## config.mk

```make
export PLATFORM = sky130hd
export DESIGN_NAME = uart_rx_bit_sampler
export DESIGN_NICKNAME = d
export VERILOG_FILES = /design/src/rtl/uart_rx_bit_sampler.sv
export SDC_FILE = /design/constraint.sdc
export NUM_CORES = 1
export LEC_CHECK = 0
export CAP_MARGIN = 20
export CORE_MARGIN = 10
export CORE_UTILIZATION = 30
export CTS_CLUSTER_SIZE = 30
export DETAILED_ROUTE_END_ITERATION = 7
export GPL_ROUTABILITY_DRIVEN = 0
export SYNTH_ARGS = -nofsm -noshare
export SYNTH_HDL_FRONTEND = slang
export SYNTH_SLANG_ARGS = --single-unit
```

## constraint.sdc

```tcl
create_clock -name clk -period 2.8 [get_ports clk]
set_input_delay 0.7 -clock clk [delete_from_list [all_inputs] [get_ports clk]]
set_output_delay 0.7 -clock clk [all_outputs]
set_load 0.005 [all_outputs]
```

## src/rtl/uart_rx_bit_sampler.sv

```systemverilog
// UART receive oversampling front end: two-flop line synchronizer, tick and bit
// counters, and a three-sample mid-bit majority vote with a one-cycle valid strobe.
module uart_rx_bit_sampler #(
    parameter int PRESCALE_W = 6,
    parameter int BIT_CNT_W  = 4
) (
    input  logic                  clk,
    input  logic                  rst,
    input  logic                  rx_in,
    input  logic [PRESCALE_W-1:0] prescale,
    input  logic                  enable,
    output logic [PRESCALE_W-1:0] edge_cnt,
    output logic [BIT_CNT_W-1:0]  bit_cnt,
    output logic                  sampled_bit,
    output logic                  sample_valid
);

    typedef enum logic {
        IDLE = 1'b0,
        RUN  = 1'b1
    } state_e;

    localparam logic [PRESCALE_W-1:0] PRESCALE_RST = PRESCALE_W'(8);
    localparam logic [PRESCALE_W-1:0] PRESCALE_MIN = PRESCALE_W'(4);

    state_e                  state_q, state_d;
    logic                    sync1_q, sync1_d;
    logic                    sync2_q, sync2_d;
    logic [PRESCALE_W-1:0]   prescale_q, prescale_d;
    logic [PRESCALE_W-1:0]   edge_cnt_q, edge_cnt_d;
    logic [BIT_CNT_W-1:0]    bit_cnt_q, bit_cnt_d;
    logic                    s0_q, s0_d;
    logic                    s1_q, s1_d;
    logic                    sampled_bit_q, sampled_bit_d;
    logic                    sample_valid_q, sample_valid_d;

    logic                    rx_sync;
    logic [PRESCALE_W-1:0]   prescale_even;
    logic [PRESCALE_W-1:0]   half;
    logic                    majority;

    assign rx_sync       = sync2_q;
    // The period is forced even so the bit splits into two equal halves around the vote.
    assign prescale_even = {prescale[PRESCALE_W-1:1], 1'b0};
    assign half          = prescale_q >> 1;
    assign majority      = (s0_q & s1_q) | (s0_q & rx_sync) | (s1_q & rx_sync);

    always_comb begin
        // NOTE: every signal gets a default first so no path leaves it unassigned,
        // which is what keeps this block from inferring latches.
        state_d        = state_q;
        sync1_d        = rx_in;
        sync2_d        = sync1_q;
        prescale_d     = prescale_q;
        edge_cnt_d     = edge_cnt_q;
        bit_cnt_d      = bit_cnt_q;
        s0_d           = s0_q;
        s1_d           = s1_q;
        sampled_bit_d  = sampled_bit_q;
        sample_valid_d = 1'b0;

        case (state_q)
            IDLE: begin
                edge_cnt_d = '0;
                bit_cnt_d  = '0;
                if (enable) begin
                    state_d    = RUN;
                    prescale_d = (prescale_even < PRESCALE_MIN) ? PRESCALE_MIN : prescale_even;
                end
            end
            RUN: begin
                if (!enable) begin
                    // Dropping enable abandons any vote in progress.
                    state_d    = IDLE;
                    edge_cnt_d = '0;
                    bit_cnt_d  = '0;
                end else begin
                    if (edge_cnt_q == prescale_q - PRESCALE_W'(1)) begin
                        edge_cnt_d = '0;
                        bit_cnt_d  = bit_cnt_q + BIT_CNT_W'(1);
                    end else begin
                        edge_cnt_d = edge_cnt_q + PRESCALE_W'(1);
                    end
                    if (edge_cnt_q == half - PRESCALE_W'(2)) s0_d = rx_sync;
                    if (edge_cnt_q == half - PRESCALE_W'(1)) s1_d = rx_sync;
                    if (edge_cnt_q == half) begin
                        sampled_bit_d  = majority;
                        sample_valid_d = 1'b1;
                    end
                end
            end
            default: state_d = IDLE;
        endcase
    end

    // NOTE: sequential state uses non-blocking assignments only, so every flop
    // samples the pre-edge value of the others regardless of statement order.
    always_ff @(posedge clk or negedge rst) begin
        if (!rst) begin
            state_q        <= IDLE;
            sync1_q        <= 1'b1;
            sync2_q        <= 1'b1;
            prescale_q     <= PRESCALE_RST;
            edge_cnt_q     <= '0;
            bit_cnt_q      <= '0;
            s0_q           <= 1'b1;
            s1_q           <= 1'b1;
            sampled_bit_q  <= 1'b1;
            sample_valid_q <= 1'b0;
        end else begin
            state_q        <= state_d;
            sync1_q        <= sync1_d;
            sync2_q        <= sync2_d;
            prescale_q     <= prescale_d;
            edge_cnt_q     <= edge_cnt_d;
            bit_cnt_q      <= bit_cnt_d;
            s0_q           <= s0_d;
            s1_q           <= s1_d;
            sampled_bit_q  <= sampled_bit_d;
            sample_valid_q <= sample_valid_d;
        end
    end

    assign edge_cnt     = edge_cnt_q;
    assign bit_cnt      = bit_cnt_q;
    assign sampled_bit  = sampled_bit_q;
    assign sample_valid = sample_valid_q;

endmodule

```

---- After elaboration in Yosys (flattened, before gate mapping) ----
Index checks and enable logic that the tools add are counted.
storage, ports and cells
  output and inout bits ................... 12
  word-level logic and storage cells ...... 42
  register bits after elaboration ......... 23
  input bits .............................. 10
operators by class
  bitwise gates (word level) .............. 6
  equality and inequality tests ........... 5
  $add $sub $neg .......................... 5
  mux-type cells .......................... 11
  reductions and logical operators ........ 4
  order comparisons ....................... 1
operators by type and width
  cell                                                                  count
  6-bit equality test                                                   3
  6-bit two-way mux                                                     3
  6-bit case mux with 2 select lines                                    1
  3-bit AND reduction                                                   3
  4-bit two-way mux                                                     2
  4-bit case mux with 2 select lines                                    1
  6-bit by 1-bit adder with 6-bit output, second input constant         1
  6-bit by 5-bit equality test with 1-bit output                        1
  6-bit by 3-bit < comparator with 1-bit output, second input constant  1
  5-bit by 1-bit subtractor with 6-bit output, second input constant    1
  5-bit by 2-bit subtractor with 6-bit output, second input constant    1
  6-bit by 1-bit subtractor with 6-bit output, second input constant    1
  4-bit by 1-bit adder with 4-bit output, second input constant         1
  1-bit two-way mux                                                     4
  1-bit AND                                                             3
  3-bit by 2-bit != test with 1-bit output, second input constant       1
  1-bit OR                                                              2
  2-bit AND reduction                                                   1
  1-bit inverter                                                        1

---- Depth between registers and ports, before layout ----
  depth in word-level cells ............... 5
  mapped depth ............................ 8
  mapped depth without buffers ............ 7

---- Least setup slack after synthesis ----
No wires, ideal clock.
  path type ............................... register -> register
  from .................................... register prescale_q[3]
  to ...................................... register edge_cnt_q[3], in the netlist edge_cnt[3]
  path slack .............................. 872 ps
  required time ........................... 2729 ps
  arrival time ............................ 1857 ps
  library setup time ...................... 71 ps
  stages on the path, launching flop included .. 9
  buffers on the path ..................... 1
  clock period less this slack ............ 1928 ps
  cells stage by stage .................... dfstp_2 > buf_6 > inv_1 > ha_1 > a21bo_2 > xnor2_1 > nor3_4 > or2_4 > nor2_1
between the ends
  cells in the longest elaborated chain, start to end .. 5
ends and longest elaborated chain
  element                                      RTL line  source
  start: declaration                           29        logic [PRESCALE_W-1:0] prescale_q, prescale_d;
  start signal: assignment                     114       prescale_q <= prescale_d;
  6-bit by 1-bit subtractor with 6-bit output  78        if (edge_cnt_q == prescale_q - PRESCALE_W'(1)) begin
  6-bit equality test                          78
  6-bit two-way mux                            78
  6-bit two-way mux                            72        if (!enable) begin
  6-bit case mux with 2 select lines           62        case (state_q)
  named net edge_cnt_d[3]                      30        logic [PRESCALE_W-1:0] edge_cnt_q, edge_cnt_d;
  end signal: assignment                       115       edge_cnt_q <= edge_cnt_d;
  end: declaration                             30
The timed path passes the listed nets, and every way through them passes these cells.
A chain may end at the register's enable or synchronous reset.

---- Worst setup path after layout ----
  from .................................... register edge_cnt_q[2], in the netlist edge_cnt[2]
  to ...................................... output port edge_cnt[2]
RTL lines
  element           RTL line  source
  end: declaration  12        output logic [PRESCALE_W-1:0] edge_cnt,
No word-level cell between the ends.

==> impl_metrics.toml <==
[cells_and_area]
nFillCells = 446
drive_gt1_share_pct = 17.3
final_nets = 155
seqCellArea_um2 = 558
final_area_mm2 = 0.00162
post-route-util_pct = 37.4
multi_input_area_um2 = 718
n_antenna_cell = 0
synthToLayoutAreaGrowth_pct = 21.4

[critical_path]
crit_path_top_delay_cell = "dfrtp_1"
crit_fanout = 10
path_class = "flop to primary output"
crit_end = "edge_cnt[2]"
crit_path_end_kind = "primary output"
cp.depth = 1
cp.buffers_inverters = 1
r2r_start = "prescale_q[1]$_DFFE_PN0P_"
start_kind = "flop"
rr_worst_depth = 7
reg2reg_setup_slack_ns = 0.67
max_stage_delay_ns = 0.59
crit_required_ns = 2.10
critPathArrivalTime_ns = 1.44
cp-startpoint = "edge_cnt[2]$_DFF_PN0_"
r2r_end = "bit_cnt[2]$_DFFE_PN0P_"
path_cells = "clkdlybuf4s50_1"
critPathTopFamily = "flip-flops"

[pwr]
p_leak_nw = 0.647
power_density_mw_per_mm2 = 490
irDropWorstVdd_mv = 0.237

[yosys]
seq_area_frac_synth_pct = 41.8
yosys.area.top_type = "dfrtp_1"
avgSynthCellArea_um2 = 11.1
async_flop_share_pct = 100
synthesis.area_mm2 = 0.00133
yosys.area.top_type_share_pct = 30.0
ys.flop_type = "dfrtp_1"
postSynthCellCount = 120
synth_area_leaders = "dfrtp_1 (30%), dfstp_2 (12%), xnor2_1 (11%)"
ys_ff_latch = 22
ys_types = 38
syn_nets = 135
synth-edff-count = 0
yosysWarningCount = 0

[clocking]
insertion_delay_ns = 0.26
cts_tree = "yes"
htree_levels = 1
cts_buffers = 3
cts_sinks = 22
cts_root_buf = "clkbuf_8"
hold_buffers = 0
cts_resized = 0
cts.clk_slew.worst_paths_ns = 0.08
post_cts_buffers = 0
cts_buffer_depth = 2

[detailed_routing]
ant_nets = 0
route.detailed.drc = 0
drt-wirelength-per-cell_um = 13.8
drt_iter0_markers = 29
routed_wl_um = 2630
vias = 907
dr.pass1.iters = 5
avgViaCountPerCell = 4.75

[grt]
overflow = 0
grt_max_degree = 13
antenna_found_initial = 0
grt_pass1_wl_um = 4570
grt_pass1_vias = 969
track_usage_pct = 7.48

[outcome]
status = "completed"

[timing]
setup_violations = 0
skew_ns = 0.00176
drv_slew = 0
relSlewSlack_pct = 65.4
worst_slack_ns = 0.659
hold_viol_final = 0
clock.fmax_ghz = 0.467
totalNegativeSetupSlack_ns = 0
period_share_pct = 76.5
tightestPinTransition_ns = 0.518
rsz0062_at_grt = "no"
fin_crit_ns = 2.14

[floorplanning]
die_x_um = 86.7
io_pins = 22
die_h_um = 86.7
row_count = 24
dieArea_mm2 = 0.00751
core_area_mm2 = 0.00432
initial_core_util_pct = 30.8

[min_path]
min_from = "sync1_q$_DFF_PN1_"
hp-class = "flop to flop"

[place]
place.detailed.hpwl_um = 2110
io_buffers = 20
post-place-ws_ns = 0.514
placed_area_mm2 = 0.00156

[run]
maxCapViolCount = 0
-- metal layers --
| layer | global-route usage (%) | share of wire, % |
|---|---|---|
| met4 | 3.09 | 1.7 |
| met1 | 8.49 | 46 |
| met3 | 2.06 | 5.2 |
| met2 | 12.8 | 47 |
| met5 | 0 | 0 |
-- how the worst min path moves through the flow --
stage,cells after the start,endpoint
finish,0,rx_sync$_DFF_PN1_
global route,0,rx_sync$_DFF_PN1_
CTS,0,rx_sync$_DFF_PN1_
detailed placement,0,rx_sync$_DFF_PN1_
global placement,0,rx_sync$_DFF_PN1_
floorplan,0,rx_sync$_DFF_PN1_
-- report_power, final --
part           switching, mW  total, mW  internal, mW
Sequential            0.0342      0.391         0.357
Combinational         0.0816      0.178        0.0959
Clock                  0.100      0.226         0.125
Total                  0.216      0.794         0.578
-- cell type report --
type                            instances  share of cell area [%]
Inverter                                4                   0.927
Sequential cell                        22                    34.5
Clock buffer                            4                    3.40
Tap cell                               52                    4.02
Multi-Input combinational cell         88                    44.4
Timing Repair Buffer                   21                    12.8
-- cell usage after synthesis (2+ instances only) --
cell and number:
nor3b_1 2, buf_4 3, dfrtp_1 16, inv_1 4
mux2_1 3, xor2_1 7, nor4_2 2, mux2_2 3
nor4_1 2, nand2_1 4, nand3_1 7, dfstp_2 6
a21oi_1 2, xnor2_1 16, ha_1 5, nand2b_1 3
nor2_1 12, nor3_1 3
-- stage by stage --
stage	cells	hold WS [ns]	power, mW
after floorplan	120	0.345	0.529
after global placement	187	0.347	0.570
after detailed placement	187	0.351	0.576
after CTS	191	0.366	0.807
after global routing	191	0.369	0.841
final	191	0.366	0.794
-- cell families after synthesis --
group / synth area share (%)
multiplexers: 5.82
flip-flops: 41.8
buffers and inverters: 4.31
XOR/XNOR: 18.0
AND/OR/NAND/NOR: 18.7
AO/OA/AOI/OAI: 5.91
adder cells (fa/ha/maj): 5.44
-- sequential cells by signal, indices dropped and copies added (netlist names) --
| register | cells |
|---|---|
| s1_q | 1 |
| edge_cnt | 6 |
| sample_valid | 1 |
| prescale_q | 5 |
| bit_cnt | 4 |
| state_q | 1 |
| sampled_bit | 1 |
| sync1_q | 1 |
| rx_sync | 1 |
| s0_q | 1 |
-- placed cells by master, fill, tap and decap left out, drive strengths merged --
cell           netlist  layout
maj3                 1       1
xor2                 7       7
nand2b               3       3
ha                   5       5
nor3b                3       3
o21ai                2       2
buf                  5       1
nor4                 4       4
xnor3                1       1
o31ai                1       1
nor2                12      12
mux2                 6       6
nand3b               1       1
xnor2               17      17
nor3                 5       5
dfstp                6       6
clkdlybuf4s50        0      20
o211a                1       1
or2                  1       1
nand3                7       7
mux2i                1       1
clkbuf               1       4
a21oi                2       2
dfrtp               16      16
nand2                4       4
o41ai                1       1
a21bo                1       1
nand4                1       1
inv                  4       4
a31o                 1       1
-- worst register-to-register path, cell delays in order, from the launching register on --
cell and delay (ns):
dfrtp_1 0.46, inv_1 0.07, ha_1 0.25, xnor3_1 0.40
nand4_2 0.18, nor3_4 0.35, a21oi_1 0.11, a31o_1 0.19
No activity file was read; power rests on OpenSTA's default activity.
